==> config.mk <==
export PLATFORM = sky130hd
export DESIGN_NAME = seq_array_multiplier
export DESIGN_NICKNAME = d
export VERILOG_FILES = /design/src/rtl/seq_mult_pkg.sv /design/src/rtl/seq_array_multiplier_twos_magnitude.sv /design/src/rtl/seq_array_multiplier.sv
export SDC_FILE = /design/constraint.sdc
export NUM_CORES = 1
export LEC_CHECK = 0
export CAP_MARGIN = 0
export CORE_MARGIN = 5
export CORE_UTILIZATION = 57
export DETAILED_ROUTE_END_ITERATION = 10
export PLACE_DENSITY = 0.95
export SLEW_MARGIN = 30
export SYNTH_ARGS = -nofsm -noshare
export SYNTH_HDL_FRONTEND = slang
export SYNTH_HIERARCHICAL = 1
export SYNTH_SLANG_ARGS = --single-unit
==> constraint.sdc <==
create_clock -name clk -period 3.9 [get_ports clk]
set_input_delay 0.78 -clock clk [delete_from_list [all_inputs] [get_ports clk]]
set_output_delay 0.78 -clock clk [all_outputs]
set_load 0.03 [all_outputs]
==> src/rtl/seq_mult_pkg.sv <==
// Shared types and helpers for the sequential shift-and-add multiplier.
package seq_mult_pkg;

  typedef enum logic {
    IDLE = 1'b0,
    RUN  = 1'b1
  } state_t;

  // Iteration counter must be able to hold the value WIDTH.
  function automatic int count_width(input int width);
    return $clog2(width + 1);
  endfunction

endpackage

==> src/rtl/seq_array_multiplier_twos_magnitude.sv <==
// Combinational conditional two's-complement negate: abs() for operands,
// sign restoration for the product.
module twos_magnitude #(
  parameter int WIDTH = 3
) (
  input  logic [WIDTH-1:0] value,
  input  logic             enable,
  output logic [WIDTH-1:0] result
);

  always_comb begin
    result = value;
    if (enable) begin
      result = ~value + {{(WIDTH-1){1'b0}}, 1'b1};
    end
  end

endmodule

==> src/rtl/seq_array_multiplier.sv <==
// Sequential shift-and-add multiplier, WIDTH x WIDTH -> 2*WIDTH, unsigned or
// two's-complement, with a start/busy/done handshake and WIDTH-cycle latency.
module seq_array_multiplier
  import seq_mult_pkg::*;
#(
  parameter int WIDTH = 3
) (
  input  logic               clk,
  input  logic               reset,
  input  logic               start,
  input  logic               signed_mode,
  input  logic [WIDTH-1:0]   a,
  input  logic [WIDTH-1:0]   b,
  output logic               busy,
  output logic               done,
  output logic [2*WIDTH-1:0] product
);

  localparam int CW = count_width(WIDTH);

  state_t              state;
  logic [CW-1:0]       count;
  logic [2*WIDTH:0]    acc;
  logic [WIDTH-1:0]    mcand;
  logic [WIDTH-1:0]    mplier;
  logic                sign;

  logic                a_neg;
  logic                b_neg;
  logic [WIDTH-1:0]    a_mag;
  logic [WIDTH-1:0]    b_mag;
  logic [WIDTH:0]      upper_sum;
  logic [2*WIDTH:0]    acc_shift;
  logic [2*WIDTH-1:0]  prod_final;

  assign a_neg = signed_mode & a[WIDTH-1];
  assign b_neg = signed_mode & b[WIDTH-1];

  twos_magnitude #(.WIDTH(WIDTH)) u_a_mag (
    .value  (a),
    .enable (a_neg),
    .result (a_mag)
  );

  twos_magnitude #(.WIDTH(WIDTH)) u_b_mag (
    .value  (b),
    .enable (b_neg),
    .result (b_mag)
  );

  // Magnitudes are below 2^WIDTH, so the upper WIDTH+1 bits never overflow.
  always_comb begin
    upper_sum = acc[2*WIDTH:WIDTH];
    if (mplier[0]) begin
      upper_sum = acc[2*WIDTH:WIDTH] + {1'b0, mcand};
    end
    acc_shift = {1'b0, upper_sum, acc[WIDTH-1:1]};
  end

  twos_magnitude #(.WIDTH(2*WIDTH)) u_result (
    .value  (acc_shift[2*WIDTH-1:0]),
    .enable (sign),
    .result (prod_final)
  );

  always_ff @(posedge clk) begin
    if (reset) begin
      state   <= IDLE;
      count   <= '0;
      acc     <= '0;
      mcand   <= '0;
      mplier  <= '0;
      sign    <= 1'b0;
      busy    <= 1'b0;
      done    <= 1'b0;
      product <= '0;
    end else begin
      done <= 1'b0;
      case (state)
        IDLE: begin
          if (start) begin
            mcand  <= a_mag;
            mplier <= b_mag;
            sign   <= a_neg ^ b_neg;
            acc    <= '0;
            count  <= '0;
            busy   <= 1'b1;
            state  <= RUN;
          end
        end
        RUN: begin
          acc    <= acc_shift;
          mplier <= mplier >> 1;
          count  <= count + CW'(1);
          if (count == CW'(WIDTH - 1)) begin
            product <= prod_final;
            done    <= 1'b1;
            busy    <= 1'b0;
            state   <= IDLE;
          end
        end
        default: state <= IDLE;
      endcase
    end
  end

endmodule
==> results.json <==
{
  "status": "complete, no violations",
  "synth_fp_nets": 168,
  "final_cells": 188,
  "finalCritPeriodShare": 0.541,
  "cts-resized-gates": 0,
  "drc": 0,
  "crit_type": "flip-flop to output pin",
  "die_area_um2": 3260,
  "r2r-end": "product[5]",
  "cts.reportedPaths.clkPinSlew_ns": 0.12,
  "nets": 179,
  "cts_tree": "built",
  "grt_pass1_vias": 951,
  "cts_buffers": 3,
  "drv_cap": 0,
  "p_leak_uw": 0.000561,
  "cts-htree-levels": 1,
  "fmaxAchievable_mhz": 474,
  "synthArstFlopShare": 0,
  "netlist_instances": 150,
  "grt_pass1_wl_mm": 3.79,
  "grt_setup_unrepaired": "no",
  "grtUsageMet1": 0.166,
  "syn_area_per_cell_um2": 8.43,
  "dieWidth_um": 57.1,
  "ctsHoldBuffers": 0,
  "firstDrtPassIters": 4,
  "crit_required_ns": 3.12,
  "vias": 953,
  "ys.flop_type": "dfxtp_1",
  "yosysWarnings": 6,
  "period_needed_ns": 2.11,
  "multi_input_area_um2": 669,
  "use_met3": 0.0294,
  "yosys-top-cells-area": "dfxtp_1 36%, ha_1 6.9%, nand2_1 6.2%",
  "r2r-start": "acc[3]",
  "powerDensity_nw_per_um2": 303,
  "yosys.area.top_type": "dfxtp_1",
  "place.gp.congestion": 0.752,
  "crit_path_top_delay_cell": "clkdlybuf4s50_1",
  "seqCellArea_um2": 460,
  "crit_buf_inv": 1,
  "gr-total-overflow": 0,
  "wl_per_cell_um": 11.6,
  "antenna_found_initial": 0,
  "ant_nets": 0,
  "finalSetupViolations": 0,
  "worstMarginPinSlew_ns": 0.809,
  "hold_class": "flip-flop to flip-flop",
  "clk_latency_ns": 0.31,
  "drt_iter0_markers": 11,
  "cts_setup_buffers": 0,
  "critical_path.startpoint": "product[3]",
  "busiest_layer": "met2",
  "grt_max_degree": 25,
  "slew_viol_final": 0,
  "clockBufferDepth": 2,
  "r2r_cells": 10,
  "placedInstanceArea_um2": 1390,
  "cp-end-kind": "output pin",
  "die_h_um": 57.1,
  "cp_slowest_stage_delay_ns": 0.67,
  "insertedDiodeCount": 0,
  "path_depth": 1,
  "initial_utilization": 0.583,
  "io_pins": 18,
  "ys_seq_area_frac": 0.364,
  "synth_seq_cells": 23,
  "ir_drop_mv": 0.232,
  "synth_top_area_share": 0.364,
  "port_buffers": 17,
  "fin_tns_setup_ns": 0,
  "skew_ns": 0.00277,
  "stdcell_area_um2": 1410,
  "synth-edff-count": 0,
  "rows": 17,
  "path_delay_family": "buffers and inverters",
  "vias_per_cell": 5.07,
  "dpl.cell_count": 184,
  "hold_violations": 0,
  "met2_usage": 0.258,
  "hold_ws_ns": 0.464,
  "reg2reg_slack_ns": 1.90,
  "track_usage": 0.149,
  "cp_max_fo": 2,
  "num-fill-cells": 202,
  "clock_sinks": 23,
  "crit_path_cell_trace": "clkdlybuf4s50_1",
  "design.core.area_um2": 2170,
  "crit_end": "product[3]",
  "synth_cell_types": 30,
  "syn_to_final_growth_pct": 11.8,
  "place_hpwl_mm": 1.75,
  "slew_headroom": 0.459,
  "root_buffer": "clkbuf_4",
  "cp.arrival_ns": 1.33,
  "syn_area_um2": 1260,
  "routed_wirelength_mm": 2.18,
  "layout-drive-gt1-share": 0.0500,
  "critPathLaunchType": "flip-flop"
}
## cell families after synthesis
family	synth area share
AO/OA/AOI/OAI	0.111
XOR/XNOR	0.0554
adder cells (fa/ha/maj)	0.0851
buffers and inverters	0.107
flip-flops	0.364
multiplexers	0.0851
AND/OR/NAND/NOR	0.193
## registers in the layout, summed over array words and instances, names as in the netlist
register / count
product: 6
acc: 5
mcand: 3
mplier: 3
count: 2
busy: 1
done: 1
sign: 1
state: 1
## report_power, final
group | switching [uW] | internal (uW) | total, uW | leakage, uW
logic | 30.7 | 32.7 | 63.4 | 0.000358
registers | 11.0 | 244 | 255 | 0.000187
clock network | 70.0 | 40.0 | 110 | 0.0000150
total | 112 | 316 | 428 | 0.000561
## Yosys cell counts (2+ instances only)
library cell / count
a21oi_1: 14
and2_1: 3
buf_4: 5
buf_6: 3
clkbuf_1: 3
dfxtp_1: 23
ha_1: 7
inv_1: 14
mux2_2: 2
mux2i_1: 7
nand2_1: 21
nand2b_1: 3
nand3b_1: 2
nor2_1: 14
nor3_1: 2
nor3b_1: 3
o21ai_0: 5
xnor2_1: 7
## worst min path at each step
stage / start / to / cells after the start / slack [ns]
floorplan: mplier[1] / mplier[0] / 2 / 0.46
global placement: product[0] / product[0] / 2 / 0.44
detailed placement: product[4] / product[4] / 2 / 0.45
CTS: product[4] / product[4] / 2 / 0.46
global route: product[0] / product[0] / 2 / 0.49
finish: product[4] / product[4] / 2 / 0.46
## layout by cell type, fill, tap and decap left out, drive strengths merged, types with 2 or more instances in the layout
cell type	n
and2	3
clkdlybuf4s50	17
o31ai	2
xnor2	7
nor3b	3
inv	14
nand2	21
nand2b	3
clkbuf	4
mux2i	7
nand3b	2
ha	7
nor2	14
dfxtp	23
a21oi	14
nor3	2
mux2	3
o21ai	5
## per-layer routing
metal | part of all wire | routed length, um
met5 | 0 | 0
met1 | 0.44 | 952
met2 | 0.49 | 1080
met4 | 0.025 | 54
met3 | 0.044 | 97
## final cells by class
type,instances,area share
clock buffers,4,0.0186
inverters,14,0.0372
multi-input cells,102,0.473
well taps,28,0.0248
flip-flops and latches,23,0.326
repair buffers,17,0.120
## worst reg2reg max path, delay by kind of cell, from the launching register on
kind / cells / cell delay [ns]
xor gates and xnor gates: 2 / 0.28
buffers and inverters: 1 / 0.06
DFF: 1 / 0.39
AOI/OAI and AO/OA: 2 / 0.39
adders and majority gates: 2 / 0.57
and+or+nand+nor: 3 / 0.25
## through the flow
| step | worst slack (ns) | total power [uW] | util |
|---|---|---|---|
| 2_1_floorplan | 2.09 | 309 | - |
| 3_3_place_gp | 1.66 | 319 | 0.640 |
| 3_5_place_dp | 1.54 | 324 | 0.640 |
| 4_1_cts | 1.76 | 434 | 0.652 |
| 5_1_grt | 1.72 | 452 | 0.652 |
| 6_report | 1.79 | 428 | 0.652 |
Power figures use the tool's default switching activity.
